### config.mk
export PLATFORM = sky130hd
export DESIGN_NAME = marquee_scroller
export DESIGN_NICKNAME = d
export VERILOG_FILES = /design/src/rtl/marquee_scroller.sv
export SDC_FILE = /design/constraint.sdc
export NUM_CORES = 1
export LEC_CHECK = 0
export ABC_AREA = 1
export BUFFER_PORTS_ARGS = -buffer_cell sky130_fd_sc_hd__buf_2
export CAP_MARGIN = 15
export CORE_ASPECT_RATIO = 0.5
export CORE_MARGIN = 5
export CORE_UTILIZATION = 55
export CTS_CLUSTER_DIAMETER = 40
export DETAILED_ROUTE_END_ITERATION = 10
export HOLD_SLACK_MARGIN = 0.15
export PLACE_DENSITY = 0.76
export SLEW_MARGIN = 20
export SYNTH_ARGS = -nofsm -noshare
export SYNTH_HDL_FRONTEND = slang
export SYNTH_SLANG_ARGS = --single-unit
### constraint.sdc
create_clock -name clk -period 3.75 [get_ports clk]
set_input_delay 0 -clock clk [delete_from_list [all_inputs] [get_ports clk]]
set_output_delay 0 -clock clk [all_outputs]
set_load 0.02 [all_outputs]
### src/rtl/marquee_scroller.sv
// marquee_scroller: scrolls, holds or blinks a message of up to MAX_LEN glyphs across N_DIG 7-seg digits
// Ports:
//   clk, rst_n   system clock, asynchronous active-low reset
//   i_enable     1 = run, 0 = blank display and hold in RESTART
//   i_msg_sel    message number forwarded to the character source
//   i_mode       0 SCROLL, 1 STATIC, 2 BLINK, 3 STATIC
//   i_msg_len    length of the selected message in characters
//   o_char_idx   character index requested from the source (combinational lookup)
//   i_char_seg   glyph for (i_msg_sel, o_char_idx), valid in the same cycle
//   o_display    segment data, slot k = o_display[7k+6:7k]
//   o_pass_done  one-clk pulse when a SCROLL pass wraps
//   o_busy       1 while enabled and not in RESTART
module marquee_scroller #(
    parameter int N_DIG   = 4,
    parameter int DIVISOR = 9000000,
    parameter int MAX_LEN = 24,
    parameter int GAP     = 4,
    parameter int N_MSG   = 8,
    parameter int IDXW    = $clog2(MAX_LEN + GAP),
    parameter int SELW    = $clog2(N_MSG)
) (
    input  logic               clk,
    input  logic               rst_n,
    input  logic               i_enable,
    input  logic [SELW-1:0]    i_msg_sel,
    input  logic [1:0]         i_mode,
    input  logic [IDXW-1:0]    i_msg_len,
    output logic [IDXW-1:0]    o_char_idx,
    input  logic [6:0]         i_char_seg,
    output logic [7*N_DIG-1:0] o_display,
    output logic               o_pass_done,
    output logic               o_busy
);
    localparam int CW = $clog2(DIVISOR);

    typedef enum logic [1:0] {S_RESTART, S_SCROLL, S_LOAD, S_HOLD} state_t;

    state_t             r_state, w_next;
    logic [CW-1:0]      r_cnt;
    logic [IDXW-1:0]    r_pos;
    logic               r_phase;
    logic               r_pass;
    logic [SELW-1:0]    r_sel;
    logic [1:0]         r_mode;
    logic [7*N_DIG-1:0] r_buf, w_shift, w_load;
    logic               w_tick, w_restart, w_wrap, w_load_end;
    logic [IDXW-1:0]    w_eff;
    logic [IDXW:0]      w_last;
    logic [6:0]         w_char;

    assign w_tick     = r_cnt == CW'(DIVISOR - 1);
    // RESTART itself latches the new selection, so a mismatch there is not a new restart
    assign w_restart  = !i_enable || (r_state != S_RESTART && (r_sel != i_msg_sel || r_mode != i_mode));
    assign w_eff      = (i_msg_len > IDXW'(MAX_LEN)) ? IDXW'(MAX_LEN) : i_msg_len;
    assign w_last     = {1'b0, w_eff} + (IDXW+1)'(GAP - 1);
    // >= keeps pos bounded if msg_len shrinks mid-pass
    assign w_wrap     = {1'b0, r_pos} >= w_last;
    assign w_load_end = r_pos == IDXW'(N_DIG - 1);
    assign w_char     = (r_pos < w_eff) ? i_char_seg : 7'd0;
    // gap slots past MAX_LEN never reach the character source
    assign o_char_idx = (r_pos < IDXW'(MAX_LEN)) ? r_pos : '0;
    assign o_display  = (r_state == S_HOLD && r_mode == 2'd2 && r_phase) ? '0 : r_buf;
    assign o_pass_done = r_pass;
    assign o_busy     = i_enable && r_state != S_RESTART;

    always_comb begin
        w_shift = r_buf;
        for (int k = 0; k < N_DIG - 1; k++)
            w_shift[7*k +: 7] = r_buf[7*(k+1) +: 7];
        w_shift[7*(N_DIG-1) +: 7] = w_char;
    end

    // LOAD places char j into slot N_DIG-1-j so the message start sits in the top slot
    always_comb begin
        w_load = r_buf;
        for (int k = 0; k < N_DIG; k++)
            if (r_pos == IDXW'(N_DIG - 1 - k))
                w_load[7*k +: 7] = w_char;
    end

    always_comb begin
        w_next = r_state;
        if (w_restart)
            w_next = S_RESTART;
        else if (r_state == S_RESTART)
            w_next = (i_mode == 2'd0) ? S_SCROLL : S_LOAD;
        else if (r_state == S_LOAD && w_load_end)
            w_next = S_HOLD;
    end

    always_ff @(posedge clk or negedge rst_n)
        if (!rst_n)
            r_state <= S_RESTART;
        else
            r_state <= w_next;

    always_ff @(posedge clk or negedge rst_n) begin
        if (!rst_n) begin
            r_buf   <= '0;
            r_pos   <= '0;
            r_cnt   <= '0;
            r_phase <= 1'b0;
            r_pass  <= 1'b0;
            r_sel   <= '0;
            r_mode  <= '0;
        end else if (w_restart) begin
            r_buf   <= '0;
            r_pos   <= '0;
            r_cnt   <= '0;
            r_phase <= 1'b0;
            r_pass  <= 1'b0;
        end else begin
            r_cnt  <= w_tick ? '0 : r_cnt + 1'b1;
            r_pass <= r_state == S_SCROLL && w_tick && w_wrap;
            if (r_state == S_RESTART) begin
                r_sel  <= i_msg_sel;
                r_mode <= i_mode;
            end
            if (r_state == S_SCROLL && w_tick) begin
                r_buf <= w_shift;
                r_pos <= w_wrap ? '0 : r_pos + 1'b1;
            end
            if (r_state == S_LOAD) begin
                r_buf <= w_load;
                r_pos <= w_load_end ? '0 : r_pos + 1'b1;
            end
            if (r_state == S_HOLD && w_tick)
                r_phase <= ~r_phase;
        end
    end
endmodule

==> results.sh <==
export IMPL_wirelength_mm=10.20
export IMPL_start_util_pct=57.55
export IMPL_multi_input_area_um2=2235
export IMPL_peakVddDrop_v=0.0003576
export IMPL_numCtsBuffers=9
export IMPL_place_detailed_hpwl_mm=7.252
export IMPL_hold_class="input pin to async pin"
export IMPL_reg2reg_to="r_buf[19]$_DFFE_PN0P_"
export IMPL_firstDrtPassIters=5
export IMPL_syn_avg_cell_area_um2=6.829
export IMPL_cp_max_fo=31
export IMPL_worstSetupPathType="flip-flop to flip-flop"
export IMPL_skew_ps=6.509
export IMPL_syn2layout_area_growth_pct=17.22
export IMPL_nets=731
export IMPL_fmax_mhz=421.4
export IMPL_async_flop_share_pct=100.0
export IMPL_cts_sinks=66
export IMPL_status="complete, no violations"
export IMPL_floorplan_die_area_um2=9813
export IMPL_drt_initial_drc_count=305
export IMPL_detail_route_antenna_nets=0
export IMPL_r2r_worst_path_cells=7
export IMPL_syn_area_um2=4309
export IMPL_gr_total_overflow=0
export IMPL_ys_types=31
export IMPL_synth_edf_count=0
export IMPL_power_leakage_uw=0.002699
export IMPL_synth_seq_cells=66
export IMPL_synth_compound_area_share_pct=4.646
export IMPL_final_common_cell="nand2_1"
export IMPL_die_w_um=135.2
export IMPL_setup_tns_ps=0
export IMPL_htreeDepth=3
export IMPL_fillers=655
export IMPL_postCtsSetupBuffers=0
export IMPL_post_route_min_period_ps=2373
export IMPL_synth_top_family_by_area="simple AND/OR/NAND/NOR gates"
export IMPL_worstMarginPinSlew_ps=774.4
export IMPL_r2r_slack_ps=1380
export IMPL_finalSetupViolCount=0
export IMPL_gp_congestion=0.9340
export IMPL_grt_first_pass_wirelength_mm=17.54
export IMPL_synth_simple_gate_area_share_pct=39.31
export IMPL_synth_main_ff_cell="dfrtp_1"
export IMPL_synth_xor_area_share_pct=3.252
export IMPL_route_vias_total=4089
export IMPL_critPathLaunchType="flip-flop"
export IMPL_synthCells=631
export IMPL_crit_arrival_ps=2630
export IMPL_clk_pin_slew_ps=50
export IMPL_cellPowerDensity_nw_per_um2=542.0
export IMPL_ys_warn_count=0
export IMPL_insertion_delay_ps=330
export IMPL_crit_path_end_kind="flip-flop"
export IMPL_cts_tree="done"
export IMPL_grt_max_degree=44
export IMPL_grt_pass1_vias=3915
export IMPL_wl_per_cell_um=12.64
export IMPL_r2r_start="r_state[0]$_DFFE_PN0P_"
export IMPL_rsz0062_at_grt="no"
export IMPL_required_ps=4010
export IMPL_drc=0
export IMPL_clock_path_buffers=2
export IMPL_core_um2=7487
export IMPL_cts_root_buf="clkbuf_16"
export IMPL_antenna_found_initial=0
export IMPL_dp_slack_ps=1440
export IMPL_slew_violations=0
export IMPL_synth_net_count=667
export IMPL_synthMuxAreaShare_pct=0
export IMPL_fp_row_count=22
export IMPL_grt_usage_pct=22.23
export IMPL_final_cell_mix="nand2_1, nor2_1, inv_1, dfrtp_1, buf_2"
export IMPL_max_cap_violations=0
export IMPL_antenna_cells=0
export IMPL_routed_via_density=5.067
export IMPL_seq_area_um2=1652
export IMPL_fp_dieH_um=72.59
export IMPL_drive_gt1_share_pct=13.45
export IMPL_fin_util_pct=67.46
export IMPL_synth_seq_area_share_pct=38.33
export IMPL_port_buffers=54
export IMPL_synthAdderAreaFrac_pct=4.646
export IMPL_final_hold_violation_count=0
export IMPL_min_period_over_period_pct=63.28
export IMPL_top_level_ports=55
export IMPL_maxSlewHeadroom_pct=48.30
export IMPL_fin_ws_ps=1377
==> worst max-delay path, stage by stage, from the launching register on <==
cell and delay (ps):
dfrtp_1 420, nor2_1 160, nand2_1 260, nand2_4 280, nand3_2 550, nand2_1 460, nand2_1 80, nand2_1 80
==> cell usage after synthesis (5+ instances only) <==
cell type	instances	share of area (%)
nand2_1	178	16
nor2_1	119	10
inv_1	79	6.9
dfrtp_1	66	38
nand3_1	51	5.9
o21ai_0	18	2.1
ha_1	16	4.6
a21oi_1	15	1.7
nand4_1	12	1.7
nor3_1	11	1.3
xor2_1	11	2.2
buf_2	8	0.93
inv_2	7	0.61
xnor2_1	5	1.0
==> where the power goes <==
group | internal (uW) | leakage [uW] | switching, uW
Sequential | 845 | 0.000895 | 103
Combinational | 314 | 0.00166 | 678
Clock | 515 | 0.000141 | 282
==> final cells by class <==
class,count,area share (%)
clock inverters,1,0.1486
inverters,86,6.391
multi-input cells,463,44.24
repair buffers,69,8.224
flip-flops and latches,66,32.70
clock buffers,14,5.623
well taps,108,2.675
==> what timing repair did <==
action,CTS,global route
hold buffers,13,0
resized for setup,0,0
endpoints found under the hold margin,38,0
==> kinds of logic (layout without fill, tap and decap cells) <==
logic type | count (synthesis) | in the layout
XOR/XNOR | 16 | 16
flip-flops | 66 | 66
buffers and inverters | 102 | 170
AND/OR/NAND/NOR | 392 | 392
adder cells (fa/ha/maj) | 16 | 16
AO/OA/AOI/OAI | 39 | 39
==> per-layer routing <==
layer / GRT usage [%] / share of wire (%) / vias up
li1: - / - / 2093
met1: 29.08 / 48 / 1856
met2: 36.12 / 45 / 118
met3: 5.372 / 5.1 / 22
met4: 8.715 / 1.8 / 0
met5: 0 / 0 / -
==> metrics by stage <==
step	power [uW]	cells	hold WS, ps	area, um^2
2_1_floorplan	1679	631	-295.6	4309
6_report	2738	807	192.5	5051
4_1_cts	2747	807	213.0	5051
3_5_place_dp	1929	779	18.24	4629
3_3_place_gp	1909	779	18.96	4629
5_1_grt	2925	807	263.8	5051
==> sequential cells by signal, summed over array words and instances (netlist names) <==
name / flops
r_sel: 3
r_state: 2
r_cnt: 24
r_phase: 1
r_pos: 5
r_mode: 2
o_pass_done: 1
r_buf: 28
==> how the worst max path moves through the flow <==
stage / cells past startpoint / end / start
after floorplan: 14 / r_pos[4]$_DFFE_PN0P_ / i_msg_len[0]
final: 7 / r_buf[19]$_DFFE_PN0P_ / r_state[0]$_DFFE_PN0P_
after CTS: 7 / r_buf[19]$_DFFE_PN0P_ / r_state[0]$_DFFE_PN0P_
after global routing: 7 / r_buf[18]$_DFFE_PN0P_ / r_state[0]$_DFFE_PN0P_
after global placement: 7 / r_buf[16]$_DFFE_PN0P_ / r_state[0]$_DFFE_PN0P_
after detailed placement: 7 / r_buf[17]$_DFFE_PN0P_ / r_state[0]$_DFFE_PN0P_
Note: power is estimated with default switching activity, not from simulation.
